File: src/rtl/instr_fetch_decode_pkg.sv
// Shared definitions for the fetch/decode front end: opcodes, instruction field
// positions, FSM state encodings and small decode helpers.
package instr_fetch_decode_pkg;

  localparam logic [1:0] OP_ADD = 2'b00;
  localparam logic [1:0] OP_LW  = 2'b01;
  localparam logic [1:0] OP_SW  = 2'b10;
  localparam logic [1:0] OP_JMP = 2'b11;

  localparam int unsigned OP_MSB  = 7;
  localparam int unsigned OP_LSB  = 6;
  localparam int unsigned RS_MSB  = 5;
  localparam int unsigned RS_LSB  = 4;
  localparam int unsigned RT_MSB  = 3;
  localparam int unsigned RT_LSB  = 2;
  localparam int unsigned RD_MSB  = 1;
  localparam int unsigned RD_LSB  = 0;
  localparam int unsigned IMM_MSB = 1;
  localparam int unsigned IMM_LSB = 0;
  // Width of the in-page jump offset carried in a JMP instruction.
  localparam int unsigned JMP_OFFSET_WIDTH = 6;

  localparam logic [1:0] S_IDLE   = 2'd0;
  localparam logic [1:0] S_FETCH  = 2'd1;
  localparam logic [1:0] S_DECODE = 2'd2;

  typedef struct packed {
    logic [1:0] op;
    logic [1:0] rs;
    logic [1:0] rt;
    logic [1:0] rd;
    logic [1:0] imm;
  } dec_fields_t;

  function automatic dec_fields_t split_instr(input logic [7:0] instr);
    dec_fields_t f;
    f.op  = instr[OP_MSB:OP_LSB];
    f.rs  = instr[RS_MSB:RS_LSB];
    f.rt  = instr[RT_MSB:RT_LSB];
    f.rd  = instr[RD_MSB:RD_LSB];
    f.imm = instr[IMM_MSB:IMM_LSB];
    return f;
  endfunction

  function automatic logic is_jump(input logic [7:0] instr);
    return instr[OP_MSB:OP_LSB] == OP_JMP;
  endfunction

endpackage

File: src/rtl/instr_fetch_decode_if.sv
// Instruction-memory request bus and decoded-instruction handshake of the front end.
// master = the fetch/decode stage, slave = memory plus execute stage.
interface instr_fetch_decode_if #(
  parameter int unsigned PC_WIDTH    = 8,
  parameter int unsigned INSTR_WIDTH = 8
);

  logic                   imem_req;
  logic [PC_WIDTH-1:0]    imem_addr;
  logic                   imem_ack;
  logic [INSTR_WIDTH-1:0] imem_rdata;

  logic                   dec_valid;
  logic                   ex_ready;
  logic [1:0]             dec_op;
  logic [1:0]             dec_rs;
  logic [1:0]             dec_rt;
  logic [1:0]             dec_rd;
  logic [1:0]             dec_imm;

  modport master (
    output imem_req, imem_addr,
    input  imem_ack, imem_rdata,
    output dec_valid, dec_op, dec_rs, dec_rt, dec_rd, dec_imm,
    input  ex_ready
  );

  modport slave (
    input  imem_req, imem_addr,
    output imem_ack, imem_rdata,
    input  dec_valid, dec_op, dec_rs, dec_rt, dec_rd, dec_imm,
    output ex_ready
  );

endinterface

File: src/rtl/instr_fetch_decode.sv
// Front-end stage: fetches one instruction per request into the IR, presents its
// fields to execute with valid/ready, and resolves JMP locally.
module instr_fetch_decode
  import instr_fetch_decode_pkg::*;
#(
  parameter int unsigned         PC_WIDTH    = 8,
  parameter int unsigned         INSTR_WIDTH = 8,
  parameter logic [PC_WIDTH-1:0] RESET_PC    = '0
) (
  input  logic                clk,
  input  logic                reset_n,
  instr_fetch_decode_if.master bus,
  output logic [PC_WIDTH-1:0] pc,
  output logic [7:0]          instr_count
);

  logic [1:0]             state_q, state_d;
  logic [PC_WIDTH-1:0]    pc_q, pc_d;
  logic [INSTR_WIDTH-1:0] ir_q, ir_d;
  logic                   req_q, req_d;
  logic                   valid_q, valid_d;
  logic [7:0]             count_q, count_d;
  logic                   fetch_done;
  logic                   transfer;
  dec_fields_t            fields;

  // A late ack with no request outstanding (e.g. right after reset) is ignored.
  assign fetch_done = req_q & bus.imem_ack;
  assign transfer   = valid_q & bus.ex_ready;

  always_comb begin
    state_d = state_q;
    pc_d    = pc_q;
    ir_d    = ir_q;
    req_d   = req_q;
    valid_d = valid_q;
    count_d = count_q;
    unique case (state_q)
      S_IDLE: begin
        state_d = S_FETCH;
        req_d   = 1'b1;
      end
      S_FETCH: begin
        if (fetch_done) begin
          ir_d    = bus.imem_rdata;
          pc_d    = pc_q + PC_WIDTH'(1);
          req_d   = 1'b0;
          valid_d = ~is_jump(bus.imem_rdata);
          state_d = S_DECODE;
        end
      end
      S_DECODE: begin
        if (is_jump(ir_q)) begin
          // pc already points past the JMP, so its page bits come from pc+1.
          pc_d    = {pc_q[PC_WIDTH-1:JMP_OFFSET_WIDTH], ir_q[JMP_OFFSET_WIDTH-1:0]};
          count_d = count_q + 8'd1;
          req_d   = 1'b1;
          state_d = S_FETCH;
        end else if (transfer) begin
          valid_d = 1'b0;
          count_d = count_q + 8'd1;
          req_d   = 1'b1;
          state_d = S_FETCH;
        end
      end
      default: begin
        state_d = S_IDLE;
        req_d   = 1'b0;
        valid_d = 1'b0;
      end
    endcase
  end

  always_ff @(posedge clk or negedge reset_n) begin
    if (!reset_n) begin
      state_q <= S_IDLE;
      pc_q    <= RESET_PC;
      ir_q    <= '0;
      req_q   <= 1'b0;
      valid_q <= 1'b0;
      count_q <= '0;
    end else begin
      state_q <= state_d;
      pc_q    <= pc_d;
      ir_q    <= ir_d;
      req_q   <= req_d;
      valid_q <= valid_d;
      count_q <= count_d;
    end
  end

  assign fields = split_instr(ir_q);

  assign bus.imem_req  = req_q;
  assign bus.imem_addr = pc_q;
  assign bus.dec_valid = valid_q;
  assign bus.dec_op    = fields.op;
  assign bus.dec_rs    = fields.rs;
  assign bus.dec_rt    = fields.rt;
  assign bus.dec_rd    = fields.rd;
  assign bus.dec_imm   = fields.imm;
  assign pc            = pc_q;
  assign instr_count   = count_q;

endmodule

File: src/flat_wrapper.sv
// flat-port wrapper written by rule: the top's interface ports become plain ports
module instr_fetch_decode_flat import instr_fetch_decode_pkg::*;
#(
  parameter int unsigned         PC_WIDTH    = 8,
  parameter int unsigned         INSTR_WIDTH = 8,
  parameter logic [PC_WIDTH-1:0] RESET_PC    = '0
)
  (clk, reset_n, pc, instr_count, bus_imem_req, bus_imem_addr, bus_imem_ack, bus_imem_rdata, bus_dec_valid, bus_dec_op, bus_dec_rs, bus_dec_rt, bus_dec_rd, bus_dec_imm, bus_ex_ready);
  instr_fetch_decode_if #(.PC_WIDTH(PC_WIDTH), .INSTR_WIDTH(INSTR_WIDTH)) bus_i ();
  input  logic clk;
  input  logic reset_n;
  output logic [PC_WIDTH-1:0] pc;
  output logic [7:0] instr_count;
  output wire logic [$bits(bus_i.imem_req)-1:0] bus_imem_req;
  output wire logic [$bits(bus_i.imem_addr)-1:0] bus_imem_addr;
  input wire logic [$bits(bus_i.imem_ack)-1:0] bus_imem_ack;
  input wire logic [$bits(bus_i.imem_rdata)-1:0] bus_imem_rdata;
  output wire logic [$bits(bus_i.dec_valid)-1:0] bus_dec_valid;
  output wire logic [$bits(bus_i.dec_op)-1:0] bus_dec_op;
  output wire logic [$bits(bus_i.dec_rs)-1:0] bus_dec_rs;
  output wire logic [$bits(bus_i.dec_rt)-1:0] bus_dec_rt;
  output wire logic [$bits(bus_i.dec_rd)-1:0] bus_dec_rd;
  output wire logic [$bits(bus_i.dec_imm)-1:0] bus_dec_imm;
  input wire logic [$bits(bus_i.ex_ready)-1:0] bus_ex_ready;
  assign bus_imem_req = bus_i.imem_req;
  assign bus_imem_addr = bus_i.imem_addr;
  assign bus_i.imem_ack = bus_imem_ack;
  assign bus_i.imem_rdata = bus_imem_rdata;
  assign bus_dec_valid = bus_i.dec_valid;
  assign bus_dec_op = bus_i.dec_op;
  assign bus_dec_rs = bus_i.dec_rs;
  assign bus_dec_rt = bus_i.dec_rt;
  assign bus_dec_rd = bus_i.dec_rd;
  assign bus_dec_imm = bus_i.dec_imm;
  assign bus_i.ex_ready = bus_ex_ready;
  instr_fetch_decode #(.PC_WIDTH(PC_WIDTH), .INSTR_WIDTH(INSTR_WIDTH), .RESET_PC(RESET_PC)) u_core (.clk(clk), .reset_n(reset_n), .bus(bus_i), .pc(pc), .instr_count(instr_count));
endmodule
File: config.mk
export PLATFORM = sky130hd
export DESIGN_NAME = instr_fetch_decode_flat
export DESIGN_NICKNAME = d
export VERILOG_FILES = /design/src/rtl/instr_fetch_decode_pkg.sv /design/src/rtl/instr_fetch_decode_if.sv /design/src/rtl/instr_fetch_decode.sv /design/src/flat_wrapper.sv
export SDC_FILE = /design/constraint.sdc
export NUM_CORES = 1
export LEC_CHECK = 0
export CORE_ASPECT_RATIO = 0.8
export CORE_MARGIN = 1.5
export CORE_UTILIZATION = 30
export CTS_BUF_LIST = sky130_fd_sc_hd__clkbuf_4 sky130_fd_sc_hd__clkbuf_8
export CTS_CLUSTER_DIAMETER = 100
export DETAILED_ROUTE_END_ITERATION = 7
export GPL_TIMING_DRIVEN = 0
export PLACE_DENSITY = 0.61
export SLEW_MARGIN = 25
export SYNTH_ARGS = -nofsm -noshare
export SYNTH_HDL_FRONTEND = slang
export SYNTH_SLANG_ARGS = --single-unit
File: constraint.sdc
create_clock -name clk -period 1.25 [get_ports clk]
set_input_delay 0.25 -clock clk [delete_from_list [all_inputs] [get_ports clk]]
set_output_delay 0.25 -clock clk [all_outputs]
set_load 0.05 [all_outputs]
==> results of run 1 <==
[flip-flops by register name, indices dropped and copies added (netlist names)]
register,cells
u_core.ir_q,8
u_core.instr_count,8
u_core.bus.dec_valid,1
u_core.bus.imem_addr,8
u_core.state_q,2
[synth_stat cells (all sizes together) (2+ instances only)]
| cell type | n |
|---|---|
| nand2b | 2 |
| a21oi | 6 |
| ha | 2 |
| nor2 | 4 |
| nand2 | 10 |
| o22ai | 2 |
| o21ai | 5 |
| dfrtp | 27 |
| mux2 | 9 |
| buf | 13 |
| and3 | 3 |
| xor2 | 4 |
| nor3 | 5 |
| nand3 | 11 |
| nand4 | 2 |
| xnor2 | 5 |
[layout make-up]
cell class	count	area share [%]
well taps	60	3.30
clock buffers	4	2.15
flip-flops and latches	27	30.5
multi-input cells	79	31.2
repair buffers	68	26.5
inverters	1	0.165
plain buffers	11	6.22
[what timing repair did]
action / CTS / global route
hold buffers: 1 / 0
gates resized for setup: 214 / 29
endpoints found under the hold margin: 2 / 0
gates cloned: 1 / 0
endpoints found under the setup margin: 56 / 37
pin swaps: 6 / 7
setup buffers: 16 / 3
[layer usage]
layer / vias to the layer above / routed length [um]
met5: - / 0
met1: 570 / 1690
met4: 0 / 6
met2: 40 / 1720
li1: 554 / -
met3: 2 / 210
[metrics by stage]
stage	setup TNS (ns)	util, %	hold WS (ns)	area (um2)	std cells
after floorplan	-1.94	-	-0.0456	1480	120
after global placement	-28.59	44.7	0.461	2030	227
after detailed placement	-14.99	44.6	0.301	2020	227
after CTS	-0.629	47.2	0.504	2150	248
after global routing	-1.75	50.1	0.519	2270	250
final	-0.707	50.1	0.501	2270	250
[kinds of logic after synthesis]
kind of cell	Yosys count	share of synthesized area, %
AOI/OAI and AO/OA	20	11.3
and+or+nand+nor	38	17.2
adders and majority gates	2	1.78
xor gates and xnor gates	9	5.59
buffers and inverters	14	7.99
DFF	27	48.0
muxes	10	8.17
[path summary, 6_finish.rpt]
check	start	slack (ns)	cells past startpoint	end
min in group asynchronous	reset_n	0.53	2	u_core.instr_count[0]$_DFFE_PN0P_
max in group asynchronous	reset_n	0.28	2	u_core.bus.imem_addr[1]$_DFFE_PN0P_
max reg2reg	u_core.state_q[0]$_DFFE_PN0P_	-0.07	5	u_core.instr_count[7]$_DFFE_PN0P_
max	bus_ex_ready	-0.07	6	u_core.instr_count[7]$_DFFE_PN0P_
min reg2reg	u_core.instr_count[5]$_DFFE_PN0P_	0.50	1	u_core.instr_count[5]$_DFFE_PN0P_
min	u_core.instr_count[5]$_DFFE_PN0P_	0.50	1	u_core.instr_count[5]$_DFFE_PN0P_
==> summary.txt, run 1 <==
hpwl dp: 2300 um
clk buf depth: 2
drt first pass iters: 4
Synth area leader: dfrtp_1
routed via count: 1166
diode count: 0
gr busiest metal: met2
Die Ht: 64.3 um
top area cells in the synthesized netlist: dfrtp_1 48%, mux2_1 6.4%, buf_4 5.9%
synthesized instance count: 120
share of cells above drive strength 1: 62.1%
Mean Syn Cell Area: 11.7 um2
failing checks: negative setup slack
Final Skew: 0.00439 ns
IO Count: 48
Post-Route WL: 3620 um
WL per Instance: 14.5 um
Multi-input gate area: 709 um2
Reg area: 693 um2
DRC: 0
arrival time worst endpoint: 1.51 ns
worst-skew pair later-pin latency: 0.27 ns
Die Width: 79.6 um
Crit Path Class: input port to register
M2 GR Usage: 23.7%
CP top delay family: buffers and inverters
Global Route met3 Usage: 3.43%
Detailed Route Iter0 Violations: 54
Tmin final: 1.32 ns
root buffer cell: clkbuf_8
Reg clk slew, reported paths: 0.09 ns
initial antenna violation count: 0
status: finished with violations
nets@finish: 205
Starting Density: 31.0%
Fmax: 756 MHz
post-synth top area share: 48.0%
Core ar.: 4540 um2
commonest non-fill, non-tap cell in the layout: buf_2
net count after synthesis: 134
total track usage: 14.7%
most frequently used flop master after synthesis: dfrtp_1
commonest cells after routing, fill and taps aside: 20 x buf_2, 19 x buf_4, 14 x dfrtp_2
Mapped Area: 1410 um2
pre-CTS setup slack: -0.364 ns
final setup fails: 21
worst path cell trace: clkdlybuf4s50_1, a22oi_2, buf_4, nor3_4, nand3_1, xnor2_1
Post-synth EDFFs: 0
RSZ-0062 raised after global routing: true
Worst Max-Slew Pin Slew: 0.625 ns
Rows: 22
Pins Over Slew Limit: 0
routability cong.: 0.744
Worst Path Buf+Inv: 2
fillers: 422
IO buf count: 47
largest net degree at the start of global routing: 28
Die ar.: 5120 um2
# clock sinks: 27
CP endpoint kind: register
final period utilization: 106%
Max-cap violations: 0
synthesis-to-finish area growth: 61.4%
FFs w/ async S/R, synth: 100%
final hold violations: 0
Hold Crit Class: register to register
Rel. slew slack: 58.3%
met1 Track Usage GR: 20.8%
Synth warnings: 0
CP Launch Type: input port
register area share after synthesis: 48.0%
post-route ant nets: 0
Synth Register Bits: 27
WP data required: 1.44 ns
crit-path max FO: 4
CTS tree: done
Max stage delay on crit path: 0.50 ns
Worst path slowest cell: clkdlybuf4s50_1
routed vias/inst: 4.66
Netlist cell types: 36
worst setup margin: -0.0723 ns
global-route wire length before repair: 5930 um
GR Overflow Total: 0
vias in the first global route: 1181
H-tree levels: 1
CTS Buf Count: 3
Power of run 1 is left out: the tool's default activity adds up to more than one toggle a clock period on the data nets, which glitch-free logic cannot reach.
==> run 2: changes to the inputs <==
--- a/config.mk
+++ b/config.mk
@@ -5,12 +5,14 @@
 export SDC_FILE = /design/constraint.sdc
 export NUM_CORES = 1
 export LEC_CHECK = 0
+export CAP_MARGIN = 20
 export CORE_ASPECT_RATIO = 0.8
 export CORE_MARGIN = 1.5
 export CORE_UTILIZATION = 30
 export CTS_BUF_LIST = sky130_fd_sc_hd__clkbuf_4 sky130_fd_sc_hd__clkbuf_8
 export CTS_CLUSTER_DIAMETER = 100
 export DETAILED_ROUTE_END_ITERATION = 7
+export GPL_ROUTABILITY_DRIVEN = 0
 export GPL_TIMING_DRIVEN = 0
 export PLACE_DENSITY = 0.61
 export SLEW_MARGIN = 25
==> results of run 2 <==
Final layout, timing and power as in run 1 (identical DEF).
Power of run 2 is left out for the same reason.
